## config.mk

```make
export PLATFORM = sky130hd
export DESIGN_NAME = des_sbox_scheduler
export DESIGN_NICKNAME = d
export VERILOG_FILES = /design/src/rtl/des_sbox_scheduler.sv
export SDC_FILE = /design/constraint.sdc
export NUM_CORES = 1
export LEC_CHECK = 0
export ABC_CLOCK_PERIOD_IN_PS = 2800
export BUFFER_PORTS_ARGS = -buffer_cell sky130_fd_sc_hd__buf_2
export CORE_ASPECT_RATIO = 0.7
export CORE_UTILIZATION = 56
export CTS_CLUSTER_SIZE = 20
export DETAILED_ROUTE_END_ITERATION = 8
export PLACE_DENSITY = 0.85
export SETUP_SLACK_MARGIN = 0.4
export SYNTH_ARGS = -nofsm -noshare
export SYNTH_HDL_FRONTEND = slang
export SYNTH_SLANG_ARGS = --single-unit
```

## constraint.sdc

```tcl
create_clock -name clk -period 2.8 [get_ports clk]
set_input_delay 0.28 -clock clk [delete_from_list [all_inputs] [get_ports clk]]
set_output_delay 0.28 -clock clk [all_outputs]
set_load 0.005 [all_outputs]
```

## src/rtl/des_sbox_scheduler.sv

```systemverilog
// DES round f-function S-box scheduler.
// Shares one S-box lookup port across the eight S-box lookups of a round.
// It takes the 48-bit key-mixed expansion word and issues one 6-bit lookup per
// cycle. Each 4-bit result is collected once it returns from the S-box port.
// When all eight results are in, the block presents the 32-bit word that feeds
// the P-permutation.
// Bit numbering: DES bit n of in_data sits at vector index 48-n, so S-box 1
// uses in_data[47:42] and returns its result in out_data[31:28].
module des_sbox_scheduler #(
    parameter int LOOKUP_LAT = 0
) (
    input  logic        clk,
    input  logic        rst,
    input  logic        in_valid,
    output logic        in_ready,
    input  logic [47:0] in_data,
    output logic        out_valid,
    input  logic        out_ready,
    output logic [31:0] out_data,
    output logic        sb_req,
    output logic [2:0]  sb_sel,
    output logic [5:0]  sb_addr,
    input  logic [3:0]  sb_data,
    output logic        busy
);

    localparam int NUM_BOX = 8;

    typedef enum logic [1:0] {
        S_IDLE  = 2'd0,
        S_ISSUE = 2'd1,
        S_DRAIN = 2'd2,
        S_DONE  = 2'd3
    } state_t;

    state_t      r_state;
    state_t      w_state_next;

    logic [47:0] r_data;
    logic [2:0]  r_issue_idx;
    logic [2:0]  r_cap_idx;
    logic [31:0] r_out;

    logic        w_accept;
    logic        w_cap;
    logic        w_last_issue;
    logic        w_last_cap;
    logic [5:0]  w_chunk [0:NUM_BOX-1];

    // Split the latched word into the eight 6-bit S-box inputs.
    // DES bit 1 is the MSB.
    generate
        for (genvar gi = 0; gi < NUM_BOX; gi++) begin : g_chunk
            assign w_chunk[gi] = r_data[47-6*gi -: 6];
        end
    endgenerate

    // Lookup-return timing. With no latency, the result is captured in the
    // same cycle as the request. Otherwise, the request is delayed through a
    // shift chain so that the capture strobe lines up with returning data.
    // Reset clears the chain, so an aborted word leaves no stray captures.
    generate
        if (LOOKUP_LAT == 0) begin : g_lat0
            assign w_cap = sb_req;
        end else begin : g_latn
            logic [LOOKUP_LAT-1:0] r_req_dly;

            // Shift the request strobe LOOKUP_LAT stages toward the capture point.
            always_ff @(posedge clk) begin
                if (rst) begin
                    r_req_dly <= '0;
                end else begin
                    r_req_dly[0] <= sb_req;
                    for (int i = 1; i < LOOKUP_LAT; i++) begin
                        r_req_dly[i] <= r_req_dly[i-1];
                    end
                end
            end

            assign w_cap = r_req_dly[LOOKUP_LAT-1];
        end
    endgenerate

    assign w_accept     = in_valid && in_ready;
    assign w_last_issue = (r_issue_idx == 3'd7);
    assign w_last_cap   = w_cap && (r_cap_idx == 3'd7);

    // The select and address come straight from the issue counter and the
    // latched word. Between words, both registers are frozen, so sb_sel and
    // sb_addr hold their last values while sb_req is low.
    assign sb_sel   = r_issue_idx;
    assign sb_addr  = w_chunk[r_issue_idx];
    assign out_data = r_out;

    // State register.
    always_ff @(posedge clk) begin
        if (rst) begin
            r_state <= S_IDLE;
        end else begin
            r_state <= w_state_next;
        end
    end

    // Next-state logic: accept, eight issue slots, optional drain, then hold
    // until the consumer takes the word.
    always_comb begin
        w_state_next = r_state;
        case (r_state)
            S_IDLE:  if (in_valid)     w_state_next = S_ISSUE;
            S_ISSUE: if (w_last_issue) w_state_next = (LOOKUP_LAT == 0) ? S_DONE : S_DRAIN;
            S_DRAIN: if (w_last_cap)   w_state_next = S_DONE;
            S_DONE:  if (out_ready)    w_state_next = S_IDLE;
            default:                   w_state_next = S_IDLE;
        endcase
    end

    // State-decoded handshake and request outputs.
    always_comb begin
        in_ready  = 1'b0;
        out_valid = 1'b0;
        sb_req    = 1'b0;
        busy      = 1'b1;
        case (r_state)
            S_IDLE: begin
                in_ready = 1'b1;
                busy     = 1'b0;
            end
            S_ISSUE: sb_req    = 1'b1;
            S_DONE:  out_valid = 1'b1;
            default: ;
        endcase
    end

    // Datapath: latch the input word, advance the issue counter, and drop
    // each returning nibble into its slot of the result word.
    always_ff @(posedge clk) begin
        if (rst) begin
            r_data      <= '0;
            r_issue_idx <= '0;
            r_cap_idx   <= '0;
            r_out       <= '0;
        end else begin
            if (w_accept) begin
                r_data      <= in_data;
                r_issue_idx <= '0;
                r_cap_idx   <= '0;
            end else begin
                if (sb_req && !w_last_issue) begin
                    r_issue_idx <= r_issue_idx + 3'd1;
                end
                if (w_cap) begin
                    r_cap_idx <= r_cap_idx + 3'd1;
                    for (int i = 0; i < NUM_BOX; i++) begin
                        if (r_cap_idx == 3'(i)) begin
                            r_out[31-4*i -: 4] <= sb_data;
                        end
                    end
                end
            end
        end
    end

endmodule

```

==> metrics.yaml <==
status:
  status: "finished, final reports clean"
critical_path:
  crit_type: "register to primary output"
  critPathRequiredTime_ns: 2.52
  timing.rr.end: "r_state[0]"
  ff2ff_path_depth: 5
  cp_data_arrival_time_ns: 2.05
  crit_fanout: 9
  cp-start-kind: "register"
  r2r_start: "sb_sel[0]"
  cp-end-kind: "primary output"
  r2r_setup_slack_ns: 0.69
global_routing:
  grt_max_degree: 68
  grt_pass1_wl_mm: 14.4
  grt_use_total_pct: 27.3
  grt_pass1_vias: 2898
  overflow: 0
  antenna_found_initial: 0
die:
  ios: 101
  core_area_um2: 6310
  die_w_um: 99.1
  dieArea_um2: 6930
  dieHeight_um: 70.0
  initial_core_util_pct: 58.6
  num_rows: 24
synth:
  ys_types: 21
  syn_inst: 402
  synth.top_cell.area_share_pct: 47.7
  async_reset_ff_share_pct: 0
  syn_area_um2: 3690
  syn_area_per_cell_um2: 9.19
  ys_seq_area_share_pct: 47.7
  ys.flop_type: "dfxtp_1"
  synth_common_cells: "nand2_1, dfxtp_1, a21oi_1"
  yosysMostFrequentCell: "nand2_1"
  ys_ff_latch: 88
  synth_enable_flop_cells: 0
  yosysTopAreaCell: "dfxtp_1"
  synth_area_leaders: "dfxtp_1, nand2_1, mux4_1"
  syn_nets: 471
  ys.warnings.count: 0
sta:
  worst_hold_slack_ns: 0.147
  clock_skew_ns: 0.0122
  max-slew-margin-rel_pct: 65.7
  rsz0062_at_grt: "false"
  period_share_pct: 83.1
  report.final.slew_viol_count: 0
  max_freq_mhz: 430
  finalSetupViolations: 0
  worstMarginPinSlew_ns: 0.513
  period_minus_slack_ns: 2.33
  hold_viol_final: 0
  finalSetupTns_ns: 0
pwr:
  leakagePower_nw: 2.14
  switching_share_pct: 32.4
  combinationalPowerShare_pct: 25.3
  power.switching_mw: 1.13
  pwr-share-clk_pct: 28.9
  p_per_area_nw_per_um2: 779
  ir_drop_mv: 0.479
  internal_power_mw: 2.36
  seqPwrFrac_pct: 45.8
cts:
  cts_tree: "done"
  cts_buffers: 9
  clockBufferDepth: 2
  root_buffer: "clkbuf_8"
  htree_levels: 3
  cts_setup_buffers: 0
  worstSkewPairLatency_ns: 0.36
  cts.sinks: 88
  path_clk_slew_ns: 0.09
  post_cts_resized: 2
  hold_buffers: 0
layout:
  fin_util_pct: 70.9
  finalNonFillerCells: 573
  synthToLayoutAreaGrowth_pct: 21.1
  fin_nets: 559
  antenna_cells: 0
  drive_gt1_share_pct: 26.3
placed_design:
  dp_cells: 557
  gp_congestion: 0.891
  io_buffers: 100
  hpwlAfterDp_mm: 6.42
route:
  vias: 3119
  routedWlPerCell_um: 15.9
  remaining_drc_errors: 0
  routed_wl_mm: 9.12
  dr.pass1.iters: 4
  ant_nets: 0
  viasPerCell: 5.44
  first_iter_violations: 226
hold_path:
  hp-class: "primary input to register"
  worstHoldStart: "in_data[37]"
  min_path_cells: 3
  min_to: "r_data[37]"
flow_run:
  maxCapViolCount: 0
==> power groups by stage <==
stage / combinational (mW) / clock (mW) / sequential [mW]
6_report: 0.881 / 1.01 / 1.60
5_1_grt: 0.974 / 1.07 / 1.61
4_1_cts: 0.881 / 1.02 / 1.59
3_5_place_dp: 0.871 / 0 / 1.62
3_3_place_gp: 0.838 / 0 / 1.60
2_1_floorplan: 0.635 / 0 / 1.55
==> kinds of logic (layout without fill, tap and decap cells) <==
kind of cell | count (synthesis) | after routing | share of synthesized area [%]
DFF | 88 | 88 | 47.7
muxes | 47 | 47 | 18.3
xor gates and xnor gates | 2 | 2 | 0.474
buffers and inverters | 34 | 127 | 3.79
and+or+nand+nor | 161 | 161 | 17.6
adders and majority gates | 13 | 13 | 4.40
AOI/OAI and AO/OA | 57 | 57 | 7.79
==> per-layer routing <==
layer | up-vias | part of all wire, % | global-route usage, % | routed length, um
met5 | - | 0 | 0 | 0
met4 | 0 | 0.66 | 7.19 | 60
met3 | 7 | 9.0 | 8.81 | 816
met2 | 110 | 44 | 40.6 | 4020
met1 | 1477 | 46 | 38.6 | 4220
li1 | 1525 | - | - | -
==> layout make-up <==
cell class | instances | area [um2]
fill | 491 | 1830
multi-input combinational | 280 | 1790
sequential | 88 | 1760
timing repair buffer | 105 | 563
clock buffer | 9 | 124
clock inverter | 7 | 110
tap | 78 | 97.6
inverter | 6 | 22.5
==> worst max-delay path by stage <==
stage,startpoint,end,slack (ns),depth (start not counted)
floorplan,r_state[1],r_state[0],1.06,5
global placement,sb_sel[1],sb_addr[0],0.83,4
detailed placement,sb_sel[1],sb_addr[0],0.72,4
CTS,sb_sel[1],sb_addr[0],0.47,4
global route,sb_sel[1],sb_addr[2],0.42,4
finish,sb_sel[1],sb_addr[2],0.47,4
==> metrics by stage <==
stage,setup slack (ns),instance area [um2],power [mW]
after detailed placement,0.719,4240,2.49
final,0.475,4470,3.48
after CTS,0.468,4470,3.49
after floorplan,1.06,3690,2.18
after global routing,0.420,4470,3.66
after global placement,0.832,4240,2.44
==> sequential cells by signal, summed over array words and instances, names as in the netlist <==
register,flops
r_state,2
sb_sel,3
r_data,48
out_data,32
r_cap_idx,3
==> layout by cell type (no fill, tap or decap), types with 6 or more instances in the layout <==
master    netlist  layout
clkbuf_8        0       9
mux2_2          7       7
buf_2           4     100
a21oi_1        56      56
mux4_1         12      12
nand2_1       107     107
mux2i_1        28      28
ha_1           13      13
dfxtp_1        88      86
nor2_1         32      32
inv_1           6       6
nand3_1        11      11
==> worst max-delay path, cell delays in order, from the launching register on <==
cell	delay, ns
dfxtp_2	0.47
buf_4	0.23
mux4_1	0.58
mux2_2	0.28
buf_2	0.13
No activity file was read; power rests on OpenSTA's default activity.
